[config.mk]
export PLATFORM = sky130hd
export DESIGN_NAME = ex_mem
export DESIGN_NICKNAME = d
export VERILOG_FILES = /design/src/rtl/ex_mem.sv
export SDC_FILE = /design/constraint.sdc
export NUM_CORES = 1
export LEC_CHECK = 0
export ABC_CLOCK_PERIOD_IN_PS = 1500
export BUFFER_PORTS_ARGS = -buffer_cell sky130_fd_sc_hd__buf_2
export CAP_MARGIN = 20
export CORE_AREA = 2 2 136 138
export DETAILED_ROUTE_END_ITERATION = 16
export DIE_AREA = 0 0 138 140
export GPL_ROUTABILITY_DRIVEN = 0
export PLACE_DENSITY = 0.62
export SLEW_MARGIN = 20
export SYNTH_ARGS = -nofsm -noshare
export SYNTH_HDL_FRONTEND = slang
export SYNTH_SLANG_ARGS = --single-unit
[constraint.sdc]
create_clock -name clk -period 1.5 [get_ports clk]
set_clock_uncertainty 0.1 [all_clocks]
set_input_delay 0.3 -clock clk [delete_from_list [all_inputs] [get_ports clk]]
set_output_delay 0.3 -clock clk [all_outputs]
set_load 0.02 [all_outputs]
[src/rtl/ex_mem.sv]
// EX/MEM pipeline register: PASS/BUBBLE/HOLD per stall[4:3], with a hilo/cnt loop-back for multi-cycle madd/msub.
// Optional load/store side-band fields are enabled by defining EX_MEM_LS_EN.
module ex_mem #(
  parameter int CNT_W = 2
) (
  input  logic             clk,
  input  logic             rst,
  input  logic [5:0]       stall,
  input  logic [4:0]       ex_wd,
  input  logic             ex_wreg,
  input  logic [31:0]      ex_wdata,
  input  logic [31:0]      ex_hi,
  input  logic [31:0]      ex_lo,
  input  logic             ex_whilo,
  input  logic [63:0]      hilo_i,
  input  logic [CNT_W-1:0] cnt_i,
`ifdef EX_MEM_LS_EN
  input  logic [7:0]       ex_aluop,
  input  logic [31:0]      ex_mem_addr,
  input  logic [31:0]      ex_reg2,
  output logic [7:0]       mem_aluop,
  output logic [31:0]      mem_mem_addr,
  output logic [31:0]      mem_reg2,
`endif
  output logic [4:0]       mem_wd,
  output logic             mem_wreg,
  output logic [31:0]      mem_wdata,
  output logic [31:0]      mem_hi,
  output logic [31:0]      mem_lo,
  output logic             mem_whilo,
  output logic [63:0]      hilo_o,
  output logic [CNT_W-1:0] cnt_o
);

  logic             ex_stall;
  logic             mem_stall;
  logic             unused_stall_bits;

  logic [4:0]       wd_q, wd_d;
  logic             wreg_q, wreg_d;
  logic [31:0]      wdata_q, wdata_d;
  logic [31:0]      hi_q, hi_d;
  logic [31:0]      lo_q, lo_d;
  logic             whilo_q, whilo_d;
  logic [63:0]      hilo_q, hilo_d;
  logic [CNT_W-1:0] cnt_q, cnt_d;
`ifdef EX_MEM_LS_EN
  logic [7:0]       aluop_q, aluop_d;
  logic [31:0]      mem_addr_q, mem_addr_d;
  logic [31:0]      reg2_q, reg2_d;
`endif

  assign ex_stall          = stall[3];
  assign mem_stall         = stall[4];
  assign unused_stall_bits = ^{stall[5], stall[2:0]};

  // MEM stalled while EX runs cannot happen upstream; it falls into the PASS branch.
  always_comb begin
    wd_d    = wd_q;
    wreg_d  = wreg_q;
    wdata_d = wdata_q;
    hi_d    = hi_q;
    lo_d    = lo_q;
    whilo_d = whilo_q;
    hilo_d  = hilo_q;
    cnt_d   = cnt_q;
`ifdef EX_MEM_LS_EN
    aluop_d    = aluop_q;
    mem_addr_d = mem_addr_q;
    reg2_d     = reg2_q;
`endif
    if (!ex_stall) begin
      wd_d    = ex_wd;
      wreg_d  = ex_wreg;
      wdata_d = ex_wdata;
      hi_d    = ex_hi;
      lo_d    = ex_lo;
      whilo_d = ex_whilo;
      hilo_d  = '0;
      cnt_d   = '0;
`ifdef EX_MEM_LS_EN
      aluop_d    = ex_aluop;
      mem_addr_d = ex_mem_addr;
      reg2_d     = ex_reg2;
`endif
    end else if (!mem_stall) begin
      // Bubble into MEM while the partial product circulates back to EX.
      wd_d    = '0;
      wreg_d  = 1'b0;
      wdata_d = '0;
      hi_d    = '0;
      lo_d    = '0;
      whilo_d = 1'b0;
      hilo_d  = hilo_i;
      cnt_d   = cnt_i;
`ifdef EX_MEM_LS_EN
      aluop_d    = '0;
      mem_addr_d = '0;
      reg2_d     = '0;
`endif
    end
  end

  always_ff @(posedge clk or negedge rst) begin
    if (!rst) begin
      wd_q    <= '0;
      wreg_q  <= 1'b0;
      wdata_q <= '0;
      hi_q    <= '0;
      lo_q    <= '0;
      whilo_q <= 1'b0;
      hilo_q  <= '0;
      cnt_q   <= '0;
`ifdef EX_MEM_LS_EN
      aluop_q    <= '0;
      mem_addr_q <= '0;
      reg2_q     <= '0;
`endif
    end else begin
      wd_q    <= wd_d;
      wreg_q  <= wreg_d;
      wdata_q <= wdata_d;
      hi_q    <= hi_d;
      lo_q    <= lo_d;
      whilo_q <= whilo_d;
      hilo_q  <= hilo_d;
      cnt_q   <= cnt_d;
`ifdef EX_MEM_LS_EN
      aluop_q    <= aluop_d;
      mem_addr_q <= mem_addr_d;
      reg2_q     <= reg2_d;
`endif
    end
  end

  assign mem_wd    = wd_q;
  assign mem_wreg  = wreg_q;
  assign mem_wdata = wdata_q;
  assign mem_hi    = hi_q;
  assign mem_lo    = lo_q;
  assign mem_whilo = whilo_q;
  assign hilo_o    = hilo_q;
  assign cnt_o     = cnt_q;
`ifdef EX_MEM_LS_EN
  assign mem_aluop    = aluop_q;
  assign mem_mem_addr = mem_addr_q;
  assign mem_reg2     = reg2_q;
`endif

endmodule

==> results of run 1 <==
-- metal layers --
metal / vias to the layer above / global-route usage / wire length (microns)
met5: - / 0 / 0
met4: 0 / 0.0773 / 461
met3: 36 / 0.0475 / 1040
met2: 225 / 0.332 / 9410
met1: 2584 / 0.219 / 7350
li1: 2419 / - / -
-- path summary, 6_finish.rpt --
kind                               startpoint             to  cells past startpoint
worst max-delay path               mem_hi[31]     mem_hi[31]                      1
worst min-delay path                ex_hi[24]     mem_hi[24]                      2
worst max register to register     hilo_o[12]     hilo_o[12]                      2
worst min register to register  mem_wdata[18]  mem_wdata[18]                      1
max in group asynchronous                 rst     hilo_o[44]                      3
min in group asynchronous                 rst      mem_lo[7]                      2
-- final cells by class --
| class | instances | share of cell area |
|---|---|---|
| inverters | 1 | 0.000650 |
| flip-flops and latches | 169 | 0.439 |
| well taps | 229 | 0.0298 |
| repair buffers | 431 | 0.278 |
| clock buffers | 19 | 0.0471 |
| multi-input cells | 236 | 0.189 |
| clock inverters | 13 | 0.0163 |
-- power by group through the flow --
stage                     Clock, mW  Combinational, mW  Sequential, mW
final                          4.49               1.80            5.03
after global routing           4.82               1.93            5.06
after CTS                      4.62               1.80            5.02
after detailed placement          0               1.66            5.10
after global placement            0               1.62            5.09
after floorplan                   0              0.494            5.47
-- cells by family after synthesis --
kind of cell / Yosys count / share of synthesized area
AND/OR/NAND/NOR: 67 / 0.0404
AO/OA/AOI/OAI: 103 / 0.144
buffers and inverters: 39 / 0.0373
multiplexers: 66 / 0.105
flip-flops: 169 / 0.673
-- state kept, by name, indices dropped and copies added (netlist names) --
| register | flops |
|---|---|
| hilo_o | 64 |
| mem_hi | 32 |
| mem_lo | 32 |
| mem_wdata | 32 |
| mem_wd | 5 |
| cnt_o | 2 |
| mem_whilo | 1 |
| mem_wreg | 1 |
-- timing repair --
action	CTS	global route
hold endpoints to repair	238	3
resized for setup	0	0
setup endpoints to repair	0	0
hold buffers	70	3
-- per-stage QoR --
stage / hold WS [ps] / power, mW / setup slack [ps] / utilization
2_1_floorplan: -95.6 / 5.97 / 173 / -
3_3_place_gp: 61.6 / 6.71 / 208 / 0.466
3_5_place_dp: 65.6 / 6.76 / 185 / 0.466
4_1_cts: 0.451 / 11.4 / 76.4 / 0.540
5_1_grt: 1.63 / 11.8 / 48.9 / 0.541
6_report: 15.6 / 11.3 / 100 / 0.541
-- cell usage in the layout, fill, tap and decap left out, types with 3 or more instances in the layout --
master           n
a22o_1         103
clkbuf_16       17
buf_4           10
mux2i_1         66
dlygate4sd3_1   73
clkinv_4         3
buf_12           8
inv_6            4
dfrtp_1        169
nor2_1          66
buf_2          339
==> out/qor.csv, run 1 <==
metric,value,unit
final_nets,1033,
slew_violations,0,
synth_fp_nets,621,
num_rows,49,
synth_edf_count,0,
grt_util_all_layers,0.188,
cts.sinks,169,
clkTransAtPathRegs,70,ps
synth.top_cell.area_share,0.673,
grt_max_degree,78,
die_w,138,microns
cts_made_buffers,17,
die_y,140,microns
ff2ff_setup_slack,670,ps
root_buffer,clkbuf_16,
final_cell_area,9620,sq um
outcome,"complete, no violations",
port_buffers,341,
syn_to_final_growth,53.3,%
synth_cell_type_count,11,
ant_nets,0,
io_pins,346,
yosysWarningCount,0,
cts_max_level,4,
slowest_stage,dfrtp_1,
start_util,0.353,
switching_share,0.271,
nFillCells,1521,
relSlewSlack,0.771,
antenna_found_initial,0,
netlist_top_cells_area,"dfrtp_1 (67%), a22o_1 (14%), mux2i_1 (11%)",
p_leak,5.26,nW
comb_power_share,0.159,
hold_class,input port to flop,
rsz0062_at_grt,no,
die_area,19300,sq um
core,17800,sq um
tns,0,ps
cp_top_family,flip-flops,
cts_tree,done,
setup_viol,0,
syn_area_per_cell,14.1,sq um
path_max_fanout,2,
ys_seq_elements,169,
grt_overflow_total,0,
netlist_instances,444,
netlist_area,6280,sq um
first_pass_iters,6,
period_minus_slack,1400,ps
synth_top_cells_by_count,"dfrtp_1 (169), a22o_1 (103), mux2i_1 (66), nor2_1 (66), clkbuf_1 (14)",
routedWlPerCell,16.6,microns
dp_hpwl,12600,microns
multiInputGateArea,1820,sq um
slowest_delay,410,ps
pwr-share-clk,0.397,
ir_worst_vdd,0.661,mV
yosysTopAreaCell,dfrtp_1,
vias_per_cell,4.79,
clk_path_buf_depth,2,
ys_seq_area_frac,0.673,
cp_cell_sequence,buf_2,
drc,0,
critPathArrivalTime,1000,ps
postPlaceCellArea,8280,sq um
stdcell_count,1098,
layout-drive-gt1-share,0.451,
synth_flop_cell,dfrtp_1,
post_cts_buffers,0,
grt_pass1_vias,5638,
switching_power,3.06,mW
grt_first_pass_wirelength,29000,microns
async_reset_ff_frac,1.00,
p_per_area,1180,nW/um^2
path_class,flop to output port,
drv_cap,0,
yosys.cell_count.top_type,dfrtp_1,
cp.required,1100,ps
regArea,4230,sq um
hold_viol_final,0,
crit_buf_inv,1,
antennaDiodeCount,0,
cellInternalPower,8.25,mW
end_kind,output port,
period_share,0.933,
start_kind,flop,
dp_cells,993,
wl,18300,microns
drt_iter0_drc,168,
worstMarginPinSlew,343,ps
clkLatencyLatePin,420,ps
via_count,5264,
fmax,715,MHz
pwr-share-seq,0.444,
No activity file was read; power rests on OpenSTA's default activity.
==> run 2, diff against run 1 <==
ABC_AREA = 1   (was default)
CORE_AREA = 2 2 133 135   (was 2 2 136 138)
DIE_AREA = 0 0 135 137   (was 0 0 138 140)
PLACE_DENSITY = 0.68   (was 0.62)
==> run 2 against run 1 <==
Net effect:
- via count grew 34%
- sequential share of layout area decreased by 4.8 points
- sequential power is essentially flat
- die area shrank 4.3%
- highest routed layer unchanged
- cell count up 32%
- critical path type unchanged
- wire length grew 21%
- global-route usage rose by 4.4 points
- utilization up 9.3 points
==> out/qor.csv, run 2 <==
metric,value,unit
critPathArrivalTime,1000,ps
hold_class,input port to flop,
drv_cap,0,
synth_fp_nets,918,
grt_util_all_layers,0.232,
postPlaceCellArea,8780,sq um
p_per_area,1030,nW/um^2
relSlewSlack,0.634,
path_max_fanout,2,
clkTransAtPathRegs,70,ps
synth_edf_count,0,
dp_hpwl,13200,microns
period_minus_slack,1400,ps
ant_nets,0,
async_reset_ff_frac,1.00,
start_util,0.403,
port_buffers,341,
worst_r2r_endpoint,mem_hi[13],
end_kind,output port,
ir_worst_vdd,0.721,mV
cts_max_level,4,
hold_viol_final,0,
syn_to_final_growth,57.2,%
post_cts_buffers,0,
final_cell_mix,"buf_2 (338), nand2_1 (272), nand3_1 (235)",
crit_buf_inv,1,
p_leak,6.13,nW
synth_top_cells_by_count,"nand2_1 (272), nand3_1 (235), dfrtp_1 (169)",
yosysTopAreaCell,dfrtp_1,
slowest_delay,400,ps
ff2ff_setup_slack,720,ps
path_depth,1,
reg2reg_depth,2,
clkLatencyLatePin,410,ps
grt_overflow_total,0,
outcome,"complete, no violations",
die_area,18500,sq um
grt_pass1_vias,6828,
root_buffer,clkbuf_16,
antenna_found_initial,1,
stdcell_count,1447,
core,17100,sq um
rsz0062_at_grt,no,
clk_path_buf_depth,2,
first_pass_iters,6,
min_delay_path_depth,3,
dp_cells,1266,
hold_end,hilo_o[41],
grt_max_degree,114,
fmax,712,MHz
path_class,flop to output port,
synth_flop_cell,dfrtp_1,
routedWlPerCell,15.3,microns
start_kind,flop,
cp_cell_sequence,buf_2,
layout-drive-gt1-share,0.325,
vias_per_cell,4.86,
slew_violations,0,
largest_reg_flops,64,
p_total,11.2,mW
period_share,0.936,
synth.top_cell.area_share,0.615,
min_from,hilo_i[41],
layout_setup_ws,95.6,ps
ys_seq_elements,169,
grt_first_pass_wirelength,33900,microns
layout_commonest_cell,buf_2,
die_y,137,microns
setup_viol,0,
hold_slack,19.3,ps
multiInputGateArea,2200,sq um
netlist_instances,741,
regArea,4230,sq um
cts_tree,done,
yosys.cell_count.top_type,nand2_1,
final_cell_area,10800,sq um
cp_top_family,flip-flops,
synth_cell_type_count,9,
final_nets,1385,
netlist_area,6880,sq um
yosysWarningCount,0,
drc,0,
worstMarginPinSlew,549,ps
cp.required,1100,ps
num_rows,48,
syn_area_per_cell,9.28,sq um
dp_slack,229,ps
die_w,135,microns
nFillCells,1383,
drt_iter0_drc,414,
ys_seq_area_frac,0.615,
rr_startpoint,mem_hi[13],
cts.sinks,169,
postCtsHoldBufs,148,
ctsResizeCount,0,
netlist_top_cells_area,"dfrtp_1 (61%), nand3_1 (17%), nand2_1 (15%)",
tns,0,ps
slowest_stage,dfrtp_1,
wl,22100,microns
via_count,7034,
io_pins,346,
final_util,0.634,
cts_made_buffers,17,
run 2: cell types whose count changed in the layout (fill, tap and decap cells not counted), moves of 6 or more:
cell	delta
dlygate4sd3_1	+75
nor2_1	-66
buf_12	+6
nand2_1	+272
nand3_1	+235
mux2i_1	-66
a22o_1	-103
run 2: cell type report:
cell class,count,share of cell area
clock buffers,18,0.0406
multi-input cells,507,0.203
flip-flops and latches,169,0.391
well taps,225,0.0260
clock inverters,14,0.0105
diodes,1,0.000231
repair buffers,511,0.328
inverters,2,0.000694
run 2: cells by family (layout without fill, tap and decap cells):
logic type / Yosys count / in the layout / synth area share
buf+inv: 65 / 545 / 0.0658
simple gates: 507 / 507 / 0.319
flops: 169 / 169 / 0.615
other cells: 0 / 1 / 0
run 2: where the power goes:
part / internal (mW) / total, mW / leakage, nW / switching [mW]
sequential: 4.86 / 5.02 / 2.18 / 0.161
clock: 2.20 / 4.13 / 0.271 / 1.93
combinational: 0.856 / 2.03 / 3.68 / 1.17
total: 7.91 / 11.2 / 6.13 / 3.26
run 2: layer usage:
metal / share of wire / global-route usage / wire length (microns)
met3: 0.074 / 0.0652 / 1630
met5: 0 / 0 / 0
met2: 0.50 / 0.398 / 11000
met1: 0.40 / 0.274 / 8830
met4: 0.029 / 0.0990 / 636
run 2: worst max-delay path by stage:
stage	slack [ps]	start	endpoint
6_report	100	mem_hi[13]	mem_hi[13]
5_1_grt	60	mem_wdata[31]	mem_wdata[31]
4_1_cts	80	mem_wdata[31]	mem_wdata[31]
3_5_place_dp	230	stall[4]	hilo_o[11]
3_3_place_gp	230	stall[4]	hilo_o[1]
2_1_floorplan	410	stall[4]	hilo_o[56]
run 2: tightest hold or removal path, cell delays in order:
cell and delay, ps:
buf_2 80, nand3_1 70, nand2_1 50
